`src/rtl/accel_pkg.sv`:
```
// Shared constants and FSM encoding for the tile load path (rmst_to_ram_tile).
package accel_pkg;

    typedef enum logic [1:0] {
        ST_IDLE = 2'd0,
        ST_RUN  = 2'd1,
        ST_DONE = 2'd2
    } state_e;

    // Words per burst command
    localparam int unsigned BLEN       = 8;
    // Words per read-master beat
    localparam int unsigned WCNT       = 4;
    // log2(bytes per word)
    localparam int unsigned BYTE_SHIFT = 2;

endpackage

```
`src/rtl/rmst_to_ram_tile_xdw_unpack.sv`:
```
// Beat unpacker: holds one XDW-bit beat and emits it as DW-bit words, low word first.
module xdw_unpack
    import accel_pkg::*;
#(
    parameter int unsigned DW  = 32,
    parameter int unsigned XDW = 128
) (
    input  logic           clk,
    input  logic           rst,
    input  logic           load,
    input  logic [XDW-1:0] beat_in,
    output logic [DW-1:0]  word_out,
    output logic           valid,
    output logic           last
);

    localparam int unsigned WPB = XDW / DW;
    localparam int unsigned IW  = (WPB > 1) ? $clog2(WPB) : 1;

    logic [XDW-1:0] beat_q, beat_d;
    logic [IW-1:0]  idx_q, idx_d;
    logic           valid_q, valid_d;

    assign word_out = beat_q[DW-1:0];
    assign valid    = valid_q;
    assign last     = valid_q && (idx_q == IW'(WPB - 1));

    // Load a new beat, otherwise shift the next word down into the output slot
    always_comb begin
        beat_d  = beat_q;
        idx_d   = idx_q;
        valid_d = valid_q;
        if (load) begin
            beat_d  = beat_in;
            idx_d   = '0;
            valid_d = 1'b1;
        end else if (valid_q) begin
            if (last) begin
                valid_d = 1'b0;
                idx_d   = '0;
            end else begin
                beat_d = beat_q >> DW;
                idx_d  = idx_q + IW'(1);
            end
        end
    end

    // Beat/index registers
    always_ff @(posedge clk) begin
        if (rst) begin
            beat_q  <= '0;
            idx_q   <= '0;
            valid_q <= 1'b0;
        end else begin
            beat_q  <= beat_d;
            idx_q   <= idx_d;
            valid_q <= valid_d;
        end
    end

endmodule

```
`src/rtl/rmst_to_ram_tile.sv`:
```
// Loads iolen words from external memory into the tile RAM via the Avalon read master.
// Optional RMST_PERF_CNT_EN adds a load_cycles run-time counter port.
module rmst_to_ram_tile
    import accel_pkg::*;
#(
    parameter int unsigned AW          = 12,
    parameter int unsigned CW          = 6,
    parameter int unsigned DW          = 32,
    parameter int unsigned XAW         = 32,
    parameter int unsigned XDW         = 128,
    parameter int unsigned MAX_PENDING = 16
) (
    input  logic           clk,
    input  logic           rst,
    output logic           rmst_fixed_location,
    output logic [XAW-1:0] rmst_read_base,
    output logic [CW-1:0]  rmst_read_length,
    output logic           rmst_go,
    input  logic           rmst_done,
    output logic           rmst_user_read_buffer,
    input  logic [XDW-1:0] rmst_user_buffer_data,
    input  logic           rmst_user_data_available,
    input  logic           config_done,
    input  logic [AW-1:0]  param_iolen,
    input  logic [XAW-1:0] param_raddr,
    input  logic           load_data_start,
    output logic           load_data_done,
    output logic [DW-1:0]  rmst_wr_data,
    output logic [AW-1:0]  rmst_wr_addr,
    output logic           rmst_wr_ena
`ifdef RMST_PERF_CNT_EN
    ,
    output logic [31:0]    load_cycles
`endif
);

    localparam int unsigned CNTW       = AW + 1;
    localparam int unsigned WPB        = XDW / DW;
    localparam int unsigned PEND_LIMIT = MAX_PENDING * BLEN;

    state_e          state_q, state_d;
    logic [AW-1:0]   iolen_q, iolen_d;
    logic [XAW-1:0]  raddr_q, raddr_d;
    logic [XAW-1:0]  base_q, base_d;
    logic [CW-1:0]   len_q, len_d;
    logic            go_q, go_d;
    logic            done_q, done_d;
    logic [CNTW-1:0] issued_q, issued_d;
    logic [CNTW-1:0] popped_q, popped_d;
    logic [CNTW-1:0] written_q, written_d;

    logic [CNTW-1:0] iolen_ext;
    logic [CNTW-1:0] remain;
    logic [CNTW-1:0] burst_words;
    logic [CNTW-1:0] written_inc;
    logic [31:0]     pending;
    logic            issue_ok;
    logic            start_c;
    logic            pop_c;

    logic [DW-1:0]   up_word;
    logic            up_valid;
    logic            up_last;

    // Flow-control terms for burst issue and beat pop
    always_comb begin
        iolen_ext   = CNTW'(iolen_q);
        remain      = iolen_ext - issued_q;
        burst_words = (remain < CNTW'(BLEN)) ? remain : CNTW'(BLEN);
        written_inc = written_q + CNTW'(up_valid);
        pending     = 32'(issued_q) - 32'(popped_q);
        start_c     = load_data_start && (state_q != ST_RUN);
        // rmst_done lags go by a cycle, so never issue right after a go
        issue_ok    = (state_q == ST_RUN) && rmst_done && (issued_q < iolen_ext) && !go_q
                      && ((pending + 32'(BLEN)) <= 32'(PEND_LIMIT));
        // Beats beyond iolen are left in the FIFO
        pop_c       = !rst && (state_q == ST_RUN) && rmst_user_data_available
                      && (!up_valid || up_last) && (popped_q < iolen_ext);
    end

    // Next-state, burst issue and counters
    always_comb begin
        state_d   = state_q;
        iolen_d   = iolen_q;
        raddr_d   = raddr_q;
        base_d    = base_q;
        len_d     = len_q;
        go_d      = 1'b0;
        done_d    = done_q;
        issued_d  = issued_q;
        popped_d  = popped_q;
        written_d = written_q;

        if (go_q) begin
            base_d = base_q + XAW'(len_q);
        end

        case (state_q)
            ST_IDLE, ST_DONE: begin
                if (start_c) begin
                    state_d   = (iolen_q == '0) ? ST_DONE : ST_RUN;
                    done_d    = (iolen_q == '0);
                    base_d    = raddr_q;
                    issued_d  = '0;
                    popped_d  = '0;
                    written_d = '0;
                end else if (config_done) begin
                    iolen_d = param_iolen;
                    raddr_d = param_raddr;
                    state_d = ST_IDLE;
                    done_d  = 1'b0;
                end
            end
            ST_RUN: begin
                if (issue_ok) begin
                    go_d     = 1'b1;
                    len_d    = CW'(burst_words << BYTE_SHIFT);
                    issued_d = issued_q + burst_words;
                end
                if (pop_c) begin
                    popped_d = popped_q + CNTW'(WPB);
                end
                written_d = written_inc;
                if (written_inc == iolen_ext) begin
                    state_d = ST_DONE;
                    done_d  = 1'b1;
                end
            end
            default: begin
                state_d = ST_IDLE;
            end
        endcase
    end

    // Control and counter registers
    always_ff @(posedge clk) begin
        if (rst) begin
            state_q   <= ST_IDLE;
            iolen_q   <= '0;
            raddr_q   <= '0;
            base_q    <= '0;
            len_q     <= '0;
            go_q      <= 1'b0;
            done_q    <= 1'b0;
            issued_q  <= '0;
            popped_q  <= '0;
            written_q <= '0;
        end else begin
            state_q   <= state_d;
            iolen_q   <= iolen_d;
            raddr_q   <= raddr_d;
            base_q    <= base_d;
            len_q     <= len_d;
            go_q      <= go_d;
            done_q    <= done_d;
            issued_q  <= issued_d;
            popped_q  <= popped_d;
            written_q <= written_d;
        end
    end

    xdw_unpack #(
        .DW  (DW),
        .XDW (XDW)
    ) u_unpack (
        .clk      (clk),
        .rst      (rst),
        .load     (pop_c),
        .beat_in  (rmst_user_buffer_data),
        .word_out (up_word),
        .valid    (up_valid),
        .last     (up_last)
    );

    assign rmst_fixed_location   = 1'b0;
    assign rmst_read_base        = base_q;
    assign rmst_read_length      = len_q;
    assign rmst_go               = go_q;
    assign rmst_user_read_buffer = pop_c;
    assign load_data_done        = done_q;
    assign rmst_wr_data          = up_word;
    assign rmst_wr_addr          = AW'(written_q);
    assign rmst_wr_ena           = up_valid;

`ifdef RMST_PERF_CNT_EN
    logic [31:0] cyc_q, cyc_d;

    // Saturating count of RUN cycles, cleared on start
    always_comb begin
        cyc_d = cyc_q;
        if (start_c) begin
            cyc_d = '0;
        end else if ((state_q == ST_RUN) && (cyc_q != '1)) begin
            cyc_d = cyc_q + 32'd1;
        end
    end

    // Cycle counter register
    always_ff @(posedge clk) begin
        if (rst) begin
            cyc_q <= '0;
        end else begin
            cyc_q <= cyc_d;
        end
    end

    assign load_cycles = cyc_q;
`endif

endmodule
```
`config.mk`:
```
export PLATFORM = sky130hd
export DESIGN_NAME = rmst_to_ram_tile
export DESIGN_NICKNAME = d
export VERILOG_FILES = /design/src/rtl/accel_pkg.sv /design/src/rtl/rmst_to_ram_tile_xdw_unpack.sv /design/src/rtl/rmst_to_ram_tile.sv
export SDC_FILE = /design/constraint.sdc
export NUM_CORES = 1
export LEC_CHECK = 0
export BUFFER_PORTS_ARGS = -buffer_cell sky130_fd_sc_hd__buf_2
export CAP_MARGIN = 40
export CELL_PAD_IN_SITES_DETAIL_PLACEMENT = 2
export CELL_PAD_IN_SITES_GLOBAL_PLACEMENT = 2
export CORE_MARGIN = 2
export CORE_UTILIZATION = 29
export DETAILED_ROUTE_END_ITERATION = 8
export PLACE_DENSITY_LB_ADDON = 0.3
export SLEW_MARGIN = 10
export SYNTH_ARGS = -nofsm -noshare
export SYNTH_HDL_FRONTEND = slang
export SYNTH_SLANG_ARGS = --single-unit
```
`constraint.sdc`:
```
create_clock -name clk -period 5.21 [get_ports clk]
set_input_delay 0.521 -clock clk [delete_from_list [all_inputs] [get_ports clk]]
set_output_delay 0.521 -clock clk [all_outputs]
set_load 0.05 [all_outputs]
```
==> flow_summary.yaml, run 1 <==
layout:
  areaGrowthSynthToFinish_pct: 21.6
  stdcell_count: 2542
  layout-drive-gt1-share: 0.211
  nets: 2135
  finish.utilization: 0.355
  stdcell_area_um2: 16500
  seq_area_um2: 5050
  multi_input_area_um2: 7660
  nFillCells: 5361
floorplanning:
  chipHeight_um: 220
  core_area_um2: 46400
  initial_core_util: 0.292
  rows: 79
  io_pins: 265
  dieWidth_um: 220
  dieArea_um2: 48500
grt:
  antenna_found_initial: 9
  grt_max_degree: 84
  grt_overflow: 0
  grt_pass1_vias: 14203
  grt_usage: 0.208
  grt_pass1_wl_um: 80200
synth:
  synth_seq_area_share: 0.372
  synth_area_um2: 13500
  avgSynthCellArea_um2: 7.89
  synth_edf_count: 0
  synth-main-ff-cell: "dfxtp_1"
  synth-seq-cells: 252
  ys_warn_count: 0
  netlist_instances: 1718
  synthArstFlopShare: 0
  synth_cell_types: 84
setup_path:
  worstPathArrival_ps: 5430
  path_buf_inv: 1
  path_delay_family: "simple AND/OR/NAND/NOR gates"
  cpMaxStageDelayCell: "or4b_4"
  critPathCaptureType: "flip-flop"
  cp.required_ps: 5660
  cpPeakStageDelay_ps: 530
  path_class: "flip-flop to flip-flop"
  path_max_fanout: 7
  start_kind: "flip-flop"
  cp_cell_sequence: "ha_2, and3_4, a211o_1, nand2b_1, mux2i_1, or4b_1, or4b_4, nor3_4, ha_4, a21o_1, a21oi_2, o21bai_2, a2111oi_2, buf_4, o31ai_4, a21oi_1, o21bai_1, a31oi_1, nor2_1"
detailed_routing:
  route.antenna.remaining_nets: 0
  via_per_inst: 5.30
  vias: 13475
  route.detailed.drc: 0
  wire_per_inst_um: 20.4
  initialDrtViolationCount: 505
  wl_um: 52000
  first_pass_iters: 4
timing:
  skew_ps: 13.8
  layout_setup_ws_ps: 234
  max_slew_margin: 0.432
  worstMarginPinSlew_ps: 851
  final_max_slew_viol_count: 0
  rsz0062_at_grt: "false"
  max_freq_mhz: 201
  fin_crit_sh: 0.955
  period_minus_slack_ps: 4980
  finalSetupViolCount: 0
  hold_viol: 0
clocking:
  cts_tree: "done"
  insertion_delay_ps: 590
  cts_sinks: 252
  postCtsHoldBufs: 0
  clk_pin_slew_worst_paths_ps: 60
  htreeDepth: 1
  clk_path_buf_depth: 3
  root_buffer: "clkbuf_16"
  cts_buffers: 31
power_and_ir_drop:
  power.leakage_nw: 6.47
  ir_drop_uv: 248
  power_density_nw_per_um2: 322
placement:
  dp_slack_ps: -206
  numPortBuffers: 261
  gp_congestion: 0.867
  dp_hpwl_um: 37500
  dp.cells: 2469
  placed_area_um2: 15200
hold_path:
  hold_path_class: "primary input to flip-flop"
run_status:
  status: "finished, final reports clean"
flow_run:
  maxCapViolations: 0
[area by class of cell]
class | count | share of cell area
Timing Repair Buffer | 297 | 0.103
Tap cell | 607 | 0.0461
Clock buffer | 42 | 0.0539
Inverter | 53 | 0.0122
Multi-Input combinational cell | 1265 | 0.465
Antenna cell | 10 | 0.00152
Sequential cell | 252 | 0.306
Clock inverter | 16 | 0.0122
[path summary, 6_finish.rpt]
| kind | from | slack (ps) | to | cells past startpoint |
|---|---|---|---|---|
| worst max-delay path | iolen_q[5] | 230 | issued_q[12] | 19 |
| worst min-delay path | param_iolen[8] | 160 | iolen_q[8] | 3 |
| worst max register to register | iolen_q[5] | 230 | issued_q[12] | 19 |
| worst min register to register | u_unpack.beat_q[67] | 450 | u_unpack.beat_q[67] | 2 |
[sequential cells by signal, indices dropped and copies added (netlist names), 4 cells and up]
name	count
iolen_q	12
issued_q	13
popped_q	11
raddr_q	32
rmst_read_base	32
rmst_read_length	4
u_unpack.beat_q	128
written_q	13
[what timing repair did]
item	4_1_cts	5_1_grt
setup buffers	0	4
pin swaps	1	3
resized for setup	6	16
endpoints found under the setup margin	3	3
[metrics by stage]
stage | TNS, ps | hold slack, ps | power, mW
2_1_floorplan | 0 | 432 | 2.70
3_3_place_gp | -27.7 | 441 | 2.96
3_5_place_dp | -290 | 449 | 3.00
4_1_cts | 0 | 137 | 5.36
5_1_grt | 0 | 159 | 5.54
6_report | 0 | 163 | 5.30
[power breakdown]
group	internal (mW)	total, mW	leakage [nW]	switching [mW]
clock	1.39	2.32	0.543	0.929
sequential	2.00	2.07	2.04	0.0642
combinational	0.301	0.909	3.89	0.608
total	3.70	5.30	6.47	1.60
[layer usage]
metal,share of wire,wire (um),GRT usage
met1,0.44,22900,0.265
met3,0.046,2370,0.0318
met4,0.024,1250,0.0611
met2,0.49,25500,0.362
met5,0.00052,27,0
[tightest hold or removal path, cell delays in order]
cell,delay (ps)
buf_2,100
nand2_1,40
a21oi_1,50
[cells in the final DEF (no fill, tap or decap), drive strengths merged, types with 33 or more instances in the layout]
cell and instances:
nand2 298, clkbuf 43, nand3 70, nor2 126
dfxtp 252, buf 296, a21oi 208, ha 54
inv 52, a211oi 33, a311oi 37, a22oi 71
[synth_stat cells (11+ instances only)]
| library cell | count | area (um^2) |
|---|---|---|
| buf_4 | 50 | 375 |
| buf_2 | 11 | 55.1 |
| nand3_1 | 69 | 345 |
| dfxtp_1 | 252 | 5040 |
| a311oi_1 | 36 | 315 |
| xnor2_1 | 27 | 236 |
| nand2b_1 | 13 | 81.3 |
| ha_1 | 54 | 676 |
| a21o_1 | 17 | 128 |
| nor2b_1 | 15 | 93.8 |
| xor2_1 | 31 | 272 |
| o21ai_0 | 26 | 130 |
| nand2_1 | 297 | 1110 |
| nor3_1 | 25 | 125 |
| and3_1 | 14 | 87.6 |
| o211ai_1 | 12 | 90.1 |
| a22oi_1 | 71 | 533 |
| nor2_1 | 126 | 473 |
| nand4_1 | 21 | 131 |
| a21oi_1 | 207 | 1040 |
| a211oi_1 | 33 | 248 |
| clkbuf_1 | 85 | 319 |
| inv_1 | 51 | 191 |
[cell families (layout without fill, tap and decap cells)]
kind of cell | after synthesis | after routing | share of synthesized area
muxes | 11 | 11 | 0.00822
DFF | 252 | 252 | 0.372
other | 1 | 22 | 0.000277
AOI/OAI and AO/OA | 487 | 487 | 0.237
buffers and inverters | 212 | 408 | 0.0743
xor gates and xnor gates | 58 | 58 | 0.0375
and+or+nand+nor | 640 | 640 | 0.216
adders and majority gates | 57 | 57 | 0.0543
No activity file was read; power rests on OpenSTA's default activity.
==> run 2, diff against run 1 <==
Settings changed: ABC_AREA set to 1, CORE_UTILIZATION 29 to 28.
==> run 2 against run 1 <==
Effect of this change:
- core utilization shrank 1.6 points
- sequential cell count unchanged
- design area decreased by 1.8%
- clock skew is 0.52 ps lower
- non-clock buffer count down 19
- highest routed layer unchanged
- worst setup slack better by 840 ps
- maximum frequency up 20%
- synthesized cell count up 14%
==> flow_summary.yaml, run 2 <==
layout:
  mostFrequentLayoutCell: "nand2_1"
  stdcell_area_um2: 16200
  mostFrequentLayoutCells: "597 x nand2_1, 260 x buf_2, 252 x dfxtp_1, 204 x inv_1, 163 x a21oi_1"
  nFillCells: 5718
  areaGrowthSynthToFinish_pct: 19.7
  largest_reg_flops: 128
  layout-drive-gt1-share: 0.169
  top_register: "u_unpack.beat_q"
  nets: 2385
power_and_ir_drop:
  power.leakage_nw: 6.87
  power_density_nw_per_um2: 348
  p_total_mw: 5.63
  ir_drop_uv: 230
setup_path:
  path_max_fanout: 5
  rr_endpoint: "issued_q[8]"
  cpPeakStageDelay_ps: 410
  start_kind: "flip-flop"
  rrSetupSlack_ps: 1070
  path_class: "flip-flop to flip-flop"
  worstPathArrival_ps: 4590
  cp-startpoint: "iolen_q[0]"
  cp.depth: 25
  reg2reg_depth: 25
  cpMaxStageDelayCell: "fa_1"
  path_buf_inv: 2
  cp.required_ps: 5660
  path_delay_family: "simple AND/OR/NAND/NOR gates"
  cpMostUsedCell: "nand2_1"
  critPathCaptureType: "flip-flop"
  r2r-start: "iolen_q[0]"
grt:
  grt_max_degree: 72
  grt_pass1_vias: 14906
  antenna_found_initial: 5
  grt_usage: 0.205
  grt_overflow: 0
  grt_pass1_wl_um: 82600
timing:
  worstMarginPinSlew_ps: 760
  hold_viol: 0
  max_freq_mhz: 241
  skew_ps: 13.3
  period_minus_slack_ps: 4140
  fin_crit_sh: 0.795
  layout_setup_ws_ps: 1070
  rsz0062_at_grt: "false"
  setup_tns_ps: 0
  max_slew_margin: 0.491
  finalSetupViolCount: 0
  final_max_slew_viol_count: 0
floorplanning:
  rows: 80
  initial_core_util: 0.283
  io_pins: 265
  dieWidth_um: 224
  chipHeight_um: 224
  core_area_um2: 47600
  dieArea_um2: 50000
run_status:
  status: "finished, final reports clean"
clocking:
  clk_path_buf_depth: 3
  postCtsHoldBufs: 0
  insertion_delay_ps: 570
  cts_resized: 0
  htreeDepth: 1
  cts_buffers: 31
  cts_tree: "done"
  root_buffer: "clkbuf_16"
  cts_sinks: 252
  postCtsSetupRepairBufs: 0
  clk_pin_slew_worst_paths_ps: 60
synth:
  avgSynthCellArea_um2: 6.89
  yosysTopAreaCell: "dfxtp_1"
  synth_compound_gate_area_share: 0.164
  synth_top_family_by_area: "simple AND/OR/NAND/NOR gates"
  synthArstFlopShare: 0
  synth-main-ff-cell: "dfxtp_1"
  netlist_instances: 1959
  synth_mux_area_frac: 0
  synth_area_um2: 13500
  synth-seq-cells: 252
  yosys.area_share.simple: 0.268
  synth-xor-area-share: 0.0310
  synth_edf_count: 0
  synth_seq_area_share: 0.374
  synth_cell_types: 51
  synthTopCellsByArea: "dfxtp_1 37%, nand2_1 17%, a21oi_1 6.0%"
  synthAdderAreaFrac: 0.0545
  yosysTopAreaCellShare: 0.374
  synth.most_common_cell: "nand2_1"
  ys_warn_count: 0
  ys_top_cells_by_count: "598 x nand2_1, 252 x dfxtp_1, 205 x inv_1, 163 x a21oi_1, 101 x a31oi_1"
detailed_routing:
  wire_per_inst_um: 18.6
  via_per_inst: 4.94
  route.detailed.drc: 0
  initialDrtViolationCount: 603
  wl_um: 51900
  route.antenna.remaining_nets: 0
  first_pass_iters: 4
  vias: 13776
flow_run:
  maxCapViolations: 0
placement:
  gp_congestion: 0.834
  placed_area_um2: 15200
  dp_slack_ps: 1090
  dp_hpwl_um: 38900
  numPortBuffers: 261
hold_path:
  holdPathStages: 3
  hold-path-endpoint: "u_unpack.beat_q[119]"
  min_from: "rmst_user_buffer_data[119]"
  hold_path_class: "primary input to flip-flop"
run 2: power by group:
| group | internal [mW] | switching [mW] |
|---|---|---|
| registers | 2.04 | 0.0892 |
| clock network | 1.26 | 0.878 |
| logic | 0.405 | 0.948 |
| total | 3.71 | 1.91 |
run 2: routing by layer:
layer	routed length (um)	GRT usage	vias up
li1	-	-	6751
met1	24200	0.265	6737
met2	24800	0.357	215
met3	1590	0.0236	71
met4	1330	0.0606	2
met5	10	0	-
run 2: cell type report:
class / instances / area (um^2) / share of cell area
flip-flops and latches: 252 / 5040 / 0.312
diodes: 5 / 12.5 / 0.000774
repair buffers: 278 / 1510 / 0.0931
inverters: 211 / 800 / 0.0495
clock inverters: 10 / 108 / 0.00666
clock buffers: 42 / 877 / 0.0542
multi-input cells: 1376 / 7050 / 0.436
well taps: 615 / 769 / 0.0476
run 2: kinds of logic after synthesis:
kind of cell,Yosys count
adders and majority gates,57
DFF,252
buffers and inverters,342
and+or+nand+nor,862
xor gates and xnor gates,47
AOI/OAI and AO/OA,398
other,1
run 2: worst max-delay path by stage:
stage / to / slack (ps)
final: issued_q[8] / 1070
after global routing: issued_q[8] / 650
after CTS: issued_q[8] / 1060
after detailed placement: issued_q[8] / 1090
after global placement: issued_q[8] / 1320
after floorplan: issued_q[8] / 1770
run 2: worst min-delay path, cell delays in order:
cell	delay [ps]
buf_2	100
nand2_1	50
a21oi_1	50
run 2: metrics by stage:
| stage | utilization | hold WS [ps] | instances |
|---|---|---|---|
| finish | 0.339 | 209 | 2789 |
| global route | 0.339 | 184 | 2787 |
| CTS | 0.339 | 177 | 2784 |
| detailed placement | 0.318 | 450 | 2732 |
| global placement | 0.316 | 441 | 2727 |
| floorplan | - | 429 | 1970 |
